## src/rtl/dram_bank_write.sv

```systemverilog
// Write side of the DRAM bank model: open-page timing plus a 2**ROW_W x DATA_W array.
// A registered debug port reads the array one cycle behind dbg_row.
module dram_bank_write #(
  parameter int ROW_W  = 4,
  parameter int DATA_W = 32,
  parameter int T_PRE  = 1,
  parameter int T_ACT  = 2
) (
  input  logic              clk,
  input  logic              rst_n,
  input  logic [ROW_W-1:0]  row_num,
  input  logic [DATA_W-1:0] input_data,
  input  logic              input_valid,
  output logic              input_ready,
  output logic              write_done,
  input  logic [ROW_W-1:0]  dbg_row,
  output logic [DATA_W-1:0] dbg_data
);

  localparam int DEPTH = 2**ROW_W;
  localparam int T_MAX = (T_PRE > T_ACT) ? T_PRE : T_ACT;
  localparam int CNT_W = (T_MAX > 1) ? $clog2(T_MAX) : 1;

  typedef enum logic [1:0] {
    S_IDLE,
    S_PRE,
    S_ACT,
    S_WR
  } state_t;

  state_t             r_state;
  state_t             w_state_nxt;
  logic [CNT_W-1:0]   r_cnt;
  logic [CNT_W-1:0]   w_cnt_nxt;
  logic               r_row_open;
  logic               w_row_open_nxt;
  logic [ROW_W-1:0]   r_open_row;
  logic [ROW_W-1:0]   w_open_row_nxt;
  logic [ROW_W-1:0]   r_req_row;
  logic [DATA_W-1:0]  r_req_data;
  logic               r_done;
  logic [DATA_W-1:0]  r_dbg;
  logic [DATA_W-1:0]  r_mem [DEPTH];

  logic w_accept;
  logic w_hit;
  logic w_closed;
  logic w_miss;
  logic w_we;

  assign input_ready = (r_state == S_IDLE);
  assign write_done  = r_done;
  assign dbg_data    = r_dbg;

  assign w_accept = input_valid && input_ready;
  assign w_hit    = r_row_open && (row_num == r_open_row);
  assign w_closed = !r_row_open;
  assign w_miss   = r_row_open && (row_num != r_open_row);

  always_comb begin
    w_state_nxt    = r_state;
    w_cnt_nxt      = r_cnt;
    w_row_open_nxt = r_row_open;
    w_open_row_nxt = r_open_row;
    w_we           = 1'b0;
    unique case (r_state)
      S_IDLE: begin
        if (w_accept) begin
          unique case (1'b1)
            w_hit: begin
              w_state_nxt = S_WR;
            end
            w_closed: begin
              w_state_nxt = S_ACT;
              w_cnt_nxt   = CNT_W'(T_ACT - 1);
            end
            w_miss: begin
              w_state_nxt = S_PRE;
              w_cnt_nxt   = CNT_W'(T_PRE - 1);
            end
          endcase
        end
      end
      S_PRE: begin
        if (r_cnt == '0) begin
          w_state_nxt    = S_ACT;
          w_row_open_nxt = 1'b0;
          w_cnt_nxt      = CNT_W'(T_ACT - 1);
        end else begin
          w_cnt_nxt = r_cnt - CNT_W'(1);
        end
      end
      S_ACT: begin
        if (r_cnt == '0) begin
          w_state_nxt    = S_WR;
          w_row_open_nxt = 1'b1;
          w_open_row_nxt = r_req_row;
        end else begin
          w_cnt_nxt = r_cnt - CNT_W'(1);
        end
      end
      S_WR: begin
        w_we        = 1'b1;
        w_state_nxt = S_IDLE;
      end
      default: begin
        w_state_nxt = S_IDLE;
      end
    endcase
  end

  always_ff @(posedge clk or negedge rst_n) begin
    if (!rst_n) begin
      r_state    <= S_IDLE;
      r_cnt      <= '0;
      r_row_open <= 1'b0;
      r_open_row <= '0;
      r_req_row  <= '0;
      r_req_data <= '0;
      r_done     <= 1'b0;
      r_dbg      <= '0;
    end else begin
      r_state    <= w_state_nxt;
      r_cnt      <= w_cnt_nxt;
      r_row_open <= w_row_open_nxt;
      r_open_row <= w_open_row_nxt;
      r_done     <= w_we;
      r_dbg      <= r_mem[dbg_row];
      if (w_accept) begin
        r_req_row  <= row_num;
        r_req_data <= input_data;
      end
    end
  end

  // Read-before-write on the debug port falls out of the non-blocking update.
  always_ff @(posedge clk or negedge rst_n) begin
    if (!rst_n) begin
      for (int i = 0; i < DEPTH; i++) begin
        r_mem[i] <= '0;
      end
    end else if (w_we) begin
      r_mem[r_req_row] <= r_req_data;
    end
  end

endmodule
```

## config.mk

```make
export PLATFORM = sky130hd
export DESIGN_NAME = dram_bank_write
export DESIGN_NICKNAME = d
export VERILOG_FILES = /design/src/rtl/dram_bank_write.sv
export SDC_FILE = /design/constraint.sdc
export NUM_CORES = 1
export LEC_CHECK = 0
export BUFFER_PORTS_ARGS = -buffer_cell sky130_fd_sc_hd__clkbuf_2
export CORE_ASPECT_RATIO = 2
export CORE_UTILIZATION = 50
export DETAILED_ROUTE_END_ITERATION = 8
export PLACE_DENSITY = 0.77
export SETUP_SLACK_MARGIN = 0.02
export SLEW_MARGIN = 20
export SYNTH_ARGS = -nofsm -noshare
export SYNTH_HDL_FRONTEND = slang
export SYNTH_SLANG_ARGS = --single-unit
```

## constraint.sdc

```tcl
create_clock -name clk -period 2.02 [get_ports clk]
set_clock_uncertainty 0.1 [all_clocks]
set_input_delay 0.404 -clock clk [delete_from_list [all_inputs] [get_ports clk]]
set_output_delay 0.404 -clock clk [all_outputs]
set_load 0.01 [all_outputs]
```

# [Word level (Yosys, flattened, before mapping)]
# Cells that the tools add are included.
[op_classes] mux=20 addsub=1 bitwise=3 n_eq_ne=9 n_lt_le_gt_ge=3 reduce_logical=12
[ops] op="$bwmux 512" n=1
[ops] op="$bmux 32 s4" n=1
[ops] op="$demux 32 s4" n=1
[ops] op="$mux 32" n=3
[ops] op="$ge 5x5->1 const B" n=2
[ops] op="$not 4->5" n=2
[ops] op="$reduce_and 3->1" n=3
[ops] op="$pmux 2 s4" n=1
[ops] op="$mux 1" n=6
[ops] op="$mux 2" n=3
[ops] op="$pmux 2 s3" n=1
[ops] op="$lt 5x1->1 const B" n=1
[ops] op="$eq 2x2->1 const B" n=2
[ops] op="$eq 4x4->1" n=1
[ops] op="$logic_and 1x1->1" n=4
[ops] op="$ne 2x2->1 const B" n=2
[ops] op="$ne 4x4->1" n=1
[ops] op="$pmux 1 s2" n=2
[ops] op="$ne 3x1->1 const B" n=1
[ops] op="$pmux 1 s3" n=1
[ops] op="$reduce_bool 3->1" n=1
[ops] op="$eq 2x1->1 const B" n=1
[ops] op="$logic_not 2->1" n=1
[ops] op="$ne 2x1->1 const B" n=1
[ops] op="5 further kinds" n=5
[word_totals] in_bits=43 regBits=589 wordCells=72

# [Longest topological paths before layout]
# Gate-level depths: netlist of the first run.
[logic_depth] ltp_word=6 mapped_depth=6 depth_no_buf=6

# [Worst setup path after synthesis of the first run]
# OpenSTA, ideal clock, no wires.
[synth_path] kind="reg-to-reg" startpoint="register r_state[0]" endpoint="register r_mem[385] (netlist name)" setup_ns=0.125 stages_incl_launch_ff=7 path_buffers=2 arrival_ns=1.748 t_required_ns=1.795 period_less_slack_ns=1.973 setup_slack_ns=0.047 cell_sequence="dfrtp_1 -> ha_1 -> nor3b_2 -> and3_1 -> clkbuf_1 -> buf_2 -> mux2_2"
[synth_between] elab_chain_len=2
[synth_lines] item="start: declaration" line="31" text="state_t r_state;"
[synth_lines] item="start signal: assignment" line="123" text="r_state <= w_state_nxt;"
[synth_lines] item="$eq 2x2->1" line="66" text="unique case (r_state)"
[synth_lines] item="$mux 1" line="66"
[synth_lines] item="via w_we" line="49" text="logic w_we;"
[synth_lines] item="end signal: indexed assignment" line="143" text="r_mem[r_req_row] <= r_req_data;"
[synth_lines] item="end: declaration" line="43" text="logic [DATA_W-1:0] r_mem [DEPTH];"
# The timed path passes the listed nets, and every way through them passes these cells.
# A chain may end at the register's enable or synchronous reset.

# [Worst setup path in the final report of the first run]
[layout_path] startpoint="register r_state[1]" endpoint="register r_mem[153] (netlist name)"
# The elaborated chain is that of the path after synthesis.

==> results of run 1 <==
[layout by cell type (no fill, tap or decap), types with 2 or more instances in the layout]
cell type and instances:
ha_4 2, mux2_1 8, clkbuf_8 15, nor2b_1 2, clkbuf_1 14, a22oi_1 64, clkinv_2 8, bufinv_16 3
dfrtp_1 588, nor2_1 2, clkbuf_2 72, o21ai_0 3, o22ai_1 2, xor2_1 4, inv_1 2, mux2_4 31
buf_6 2, nor2b_4 2, buf_4 52, mux2_2 514, ha_1 3, or3_4 2, clkbuf_16 52, dlygate4sd3_1 36
nor2_4 10, nand2_2 2, buf_12 55, nand3b_1 4, inv_4 2, mux4_2 128, nand2b_1 3, nand2_1 35
[per-stage QoR]
stage	std cells	area (sq um)	setup WS, ns
floorplan	1557	25400	0.0474
detailed placement	2256	27600	-0.0379
global placement	2256	27600	-0.00332
CTS	2384	29700	-0.0123
finish	2387	29900	0.0102
global route	2387	29900	-0.0153
[report_power, final]
group | switching [W] | internal [W] | total (W) | leakage, nW
clock network | 0.00427 | 0.00551 | 0.00978 | 0.821
registers | 0.00418 | 0.0169 | 0.0211 | 7.73
logic | 0.00378 | 0.00702 | 0.0108 | 5.34
[flip-flops by register name (all words and copies together) (netlist names)]
signal and cells:
r_req_data 32, r_cnt 1, r_state 2, r_req_row 4
dbg_data 32, r_row_open 1, write_done 1, r_open_row 4
r_mem 512
[cell families after synthesis]
| logic type | after synthesis |
|---|---|
| muxes | 681 |
| DFF | 589 |
| buffers and inverters | 136 |
| AOI/OAI and AO/OA | 74 |
| and+or+nand+nor | 68 |
| adders and majority gates | 5 |
| xor gates and xnor gates | 4 |
[area by class of cell]
cell class | count | area [sq um]
clock buffers | 78 | 1510
clock inverters | 13 | 148
fillers | 3653 | 20200
inverters | 4 | 20.0
multi-input cells | 832 | 10300
flip-flops and latches | 589 | 14700
well taps | 649 | 812
repair buffers | 222 | 2330
[worst max-delay path, delay by kind of cell, from the launching register on]
kind          cells  cell delay [ns]
fa+ha+maj         1             0.18
buf+inv           3             0.56
flops             1             0.42
mux               1             0.30
simple gates      2             0.33
[layer usage]
metal	up-vias	share of wire [%]	GRT usage [%]
li1	6056	-	-
met1	7885	37	29.2
met2	360	55	44.6
met3	134	4.0	3.31
met4	0	4.3	10.9
met5	-	0	0
[path summary, 6_finish.rpt]
kind                                              from                    endpoint  slack, ns  cells after the start
worst min register to register  r_mem[116]$_DFFE_PN0P_      r_mem[116]$_DFFE_PN0P_       0.40                      1
worst max-delay path            r_state[1]$_DFFE_PN0P_      r_mem[153]$_DFFE_PN0P_       0.01                      7
worst max register to register  r_state[1]$_DFFE_PN0P_      r_mem[153]$_DFFE_PN0P_       0.01                      7
worst min-delay path                        row_num[0]    r_req_row[0]$_DFFE_PN0P_       0.02                      2
max in group asynchronous                        rst_n  r_req_data[19]$_DFFE_PN0P_       0.73                      3
min in group asynchronous                        rst_n   r_open_row[0]$_DFFE_PN0P_       0.23                      2
[repair_timing]
action                     in CTS  in global routing
setup endpoints to repair      47                237
gates resized for setup         9                 41
setup buffers                   0                  2
hold endpoints to repair      130                  0
hold buffers                   36                  0
gates cloned                    1                  1
pin swaps                       0                  3
==> flow_metrics.tcl, run 1 <==
set metrics [dict create \
    nNetsFinal 1746 \
    maxSlewHeadroom_pct 56.6 \
    p_leak_nw 13.9 \
    async_flop_share_pct 100 \
    timing.final.crit_share_pct 99.5 \
    setup_tns_ns 0 \
    seq_area_frac_synth_pct 58.0 \
    hold_ws_ns 0.0173 \
    numCtsBuffers 49 \
    finalHoldViolations 0 \
    cts.sinks 589 \
    synth_top_area_share_pct 58.0 \
    synth_common_cells "dfrtp_1, mux2_2, mux4_2" \
    rows 116 \
    worstSkewPairLatency_ns 0.59 \
    synth_area_leaders "dfrtp_1, mux2_2, mux4_2, a22oi_1, buf_2" \
    path_max_fanout 7 \
    synth_cell_type_count 29 \
    ir_worst_vdd_mv 0.616 \
    wl_um 61100 \
    tightest_slew_ns 0.651 \
    finalPower_w 0.0417 \
    worstPathArrival_ns 2.37 \
    grt_max_degree 98 \
    numPortBuffers 76 \
    grt_pass1_vias 16300 \
    place_congestion 0.779 \
    grt_pass1_wl_um 96200 \
    max-cap-violations 0 \
    die_x_um 161 \
    synth_edf_count 0 \
    grt_remaining_overflow 0 \
    root_buffer "clkbuf_16" \
    worstSetupPathType "flip-flop to flip-flop" \
    period_needed_ns 2.01 \
    first_iter_violations 863 \
    drive_gt1_share_pct 55.3 \
    syn_avg_cell_area_sq_um 16.3 \
    synthSimpleGateAreaFrac_pct 1.23 \
    vias 14400 \
    synth_compound_area_share_pct 2.16 \
    cts_tree "yes" \
    detail_route.wl_per_cell_um 25.6 \
    initial_core_util_pct 50.7 \
    synth_fa_ha_area_share_pct 0.246 \
    diodes 0 \
    h-tree-depth 2 \
    drv_slew 0 \
    end_kind "flip-flop" \
    die_h_um 321 \
    syn_nets 1605 \
    synth.most_common_cell "dfrtp_1" \
    synth_flop_cell "dfrtp_1" \
    areaGrowthSynthToFinish_pct 17.7 \
    crit_chain "ha_4, nand3b_1, buf_6, nor2_4, buf_12, clkbuf_16, mux2_4" \
    yosysTopAreaCell "dfrtp_1" \
    ioPinCount 77 \
    ant_nets 0 \
    hp-class "input port to flip-flop" \
    post-route-util_pct 59.7 \
    fmax_mhz 498 \
    ys_ff_latch 589 \
    cp-start-kind "flip-flop" \
    path_clk_slew_ns 0.06 \
    status "completed" \
    viasPerCell 6.05 \
    detailed_place_hpwl_um 37100 \
    slowest_stage "dfrtp_1" \
    coreArea_sq_mm 0.0501 \
    synth_warnings 0 \
    slowest_delay_ns 0.42 \
    antenna_found_initial 0 \
    power_density_mw_per_mm2 1390 \
    dieArea_sq_mm 0.0517 \
    grt_usage_pct 24.7 \
    drc_errors 0 \
    dr.pass1.iters 5 \
    critical_path_required_ns 2.38 \
    final-setup-viol-count 0 \
    synth_mux_area_share_pct 35.9 \
    clockBufferDepth 3 \
    syn-instance-count 1557 \
    synth_top_family_by_area "multiplexers" \
    synthXorXnorAreaFrac_pct 0.138 \
    rsz0062_at_grt "true" \
    synth_area_sq_mm 0.0254 \
]
(Power assumes the default switching activity.)
==> run 2, diff against run 1 <==
Settings changed: PLACE_DENSITY 0.77 to 0.74.
Clock period 2.02 ns to 2 ns, I/O delays scaled along.
==> flow_metrics.tcl, run 2 (same netlist as run 1, synthesis figures left out) <==
set metrics [dict create \
    grt_pass1_wl_um 95600 \
    hold_ws_ns 0.0242 \
    max_flop_register "r_mem" \
    wl_um 61200 \
    crit_chain "ha_4, nor3b_4, buf_4, nand3b_1, buf_6, buf_12, mux2_2" \
    p_int_w 0.0301 \
    dr.pass1.iters 5 \
    setup_slack_ns -0.00174 \
    initial_core_util_pct 50.7 \
    stdcell_count 2384 \
    min_from "input_data[30]" \
    r2r_end "r_mem[443]$_DFFE_PN0P_" \
    clock_power_share_pct 24.2 \
    antenna_found_initial 1 \
    grt_remaining_overflow 0 \
    period_needed_ns 2.00 \
    slowest_delay_ns 0.42 \
    largest_reg_flops 512 \
    end_kind "flip-flop" \
    rows 116 \
    max-cap-violations 0 \
    worstSkewPairLatency_ns 0.59 \
    path_max_fanout 14 \
    tightest_slew_ns 0.667 \
    slowest_stage "dfrtp_1" \
    die_h_um 321 \
    dieArea_sq_mm 0.0517 \
    place_congestion 0.764 \
    cts.sinks 589 \
    drv_slew 0 \
    r2r_setup_slack_ns -0.002 \
    viasPerCell 6.01 \
    root_buffer "clkbuf_16" \
    numCtsBuffers 49 \
    grt_usage_pct 24.7 \
    post-route-util_pct 59.6 \
    worstRegToRegCells 7 \
    status "finished, violations left" \
    switchingPower_w 0.0123 \
    coreArea_sq_mm 0.0501 \
    p_comb_share_pct 25.4 \
    diodes 0 \
    critical_path_required_ns 2.36 \
    worstSetupPathType "flip-flop to flip-flop" \
    final_cell_mix "dfrtp_1, mux2_2, mux4_2, clkbuf_2, a22oi_1" \
    hp-class "input port to flip-flop" \
    fmax_mhz 500 \
    maxSlewHeadroom_pct 55.6 \
    worstPathArrival_ns 2.36 \
    layout_commonest_cell "dfrtp_1" \
    detail_route.wl_per_cell_um 25.7 \
    drc_errors 0 \
    areaGrowthSynthToFinish_pct 17.5 \
    vias 14300 \
    min_path_cells 2 \
    grt_max_degree 90 \
    swShare_pct 29.0 \
    rsz0062_at_grt "true" \
    cts_tree "yes" \
    dp.cells 2247 \
    die_x_um 161 \
    ioPinCount 77 \
    ant_nets 0 \
    clockBufferDepth 3 \
    h-tree-depth 2 \
    r2r_start "r_state[1]$_DFFE_PN0P_" \
    p_seq_share_pct 50.3 \
    numPortBuffers 76 \
    final-setup-viol-count 3 \
    first_iter_violations 814 \
    power_density_mw_per_mm2 1420 \
    cp-start-kind "flip-flop" \
    ir_worst_vdd_mv 0.627 \
    timing.final.crit_share_pct 100 \
    grt_pass1_vias 16000 \
    post-place-ws_ns -0.115 \
    drive_gt1_share_pct 55.4 \
    detailed_place_hpwl_um 36900 \
    violations "negative setup slack" \
    finalHoldViolations 0 \
    whs_endpoint "r_req_data[30]$_DFFE_PN0P_" \
    nNetsFinal 1745 \
    p_leak_nw 13.9 \
    path_clk_slew_ns 0.07 \
]
-- run 2: final cells by class --
| cell class | count | area (sq um) |
|---|---|---|
| clock inverter | 14 | 226 |
| timing repair buffer | 221 | 2290 |
| fill | 3778 | 20200 |
| sequential | 589 | 14700 |
| tap | 649 | 812 |
| inverter | 4 | 25.0 |
| multi-input combinational | 832 | 10200 |
| clock buffer | 75 | 1500 |
-- run 2: stage by stage --
stage / cell area [sq um] / TNS [ns] / power (W)
2_1_floorplan: 25400 / 0 / 0.0278
3_3_place_gp: 27500 / -1.36 / 0.0310
3_5_place_dp: 27500 / -2.56 / 0.0319
4_1_cts: 29700 / -0.0165 / 0.0425
5_1_grt: 29800 / -3.16 / 0.0445
6_report: 29800 / -0.00228 / 0.0424
-- run 2: per-layer routing --
layer | track usage [%] | routed length [um] | vias to the layer above | part of all wire [%]
li1 | - | - | 6042 | -
met1 | 29.3 | 23300 | 7811 | 38
met2 | 44.7 | 33100 | 327 | 54
met3 | 3.18 | 2240 | 142 | 3.7
met4 | 10.0 | 2530 | 0 | 4.1
met5 | 0 | 0 | - | 0
-- run 2: power groups by stage --
stage / clock network (W) / registers [W] / logic (W)
final: 0.0103 / 0.0213 / 0.0108
after global routing: 0.0109 / 0.0220 / 0.0116
after CTS: 0.0105 / 0.0212 / 0.0107
after detailed placement: 0 / 0.0214 / 0.0105
after global placement: 0 / 0.0210 / 0.0100
after floorplan: 0 / 0.0193 / 0.00852
-- run 2: worst max path at each step --
| stage | from | end | slack (ns) | cells past startpoint |
|---|---|---|---|---|
| after CTS | r_state[0]$_DFFE_PN0P_ | r_mem[411]$_DFFE_PN0P_ | -0.004 | 5 |
| after detailed placement | dbg_row[0] | dbg_data[16]$_DFF_PN0_ | -0.12 | 6 |
| final | r_state[1]$_DFFE_PN0P_ | r_mem[443]$_DFFE_PN0P_ | -0.002 | 7 |
| after floorplan | r_state[0]$_DFFE_PN0P_ | r_mem[385]$_DFFE_PN0P_ | 0.03 | 6 |
| after global placement | dbg_row[0] | dbg_data[16]$_DFF_PN0_ | -0.08 | 6 |
| after global routing | r_state[1]$_DFFE_PN0P_ | r_mem[443]$_DFFE_PN0P_ | -0.09 | 7 |
-- run 2: worst max-delay path: cells and delay by family (launching register included) --
kind,cells,cell delay (ns)
and+or+nand+nor,2,0.28
muxes,1,0.36
adders and majority gates,1,0.20
DFF,1,0.42
buffers and inverters,3,0.51
-- run 2: repair_timing --
item                       4_1_cts  5_1_grt
cloned                           1        2
hold endpoints to repair       345        0
setup buffers                    3        6
pin swaps                        1        2
gates resized for setup         15       19
hold buffers                    36        0
setup endpoints to repair      135      231
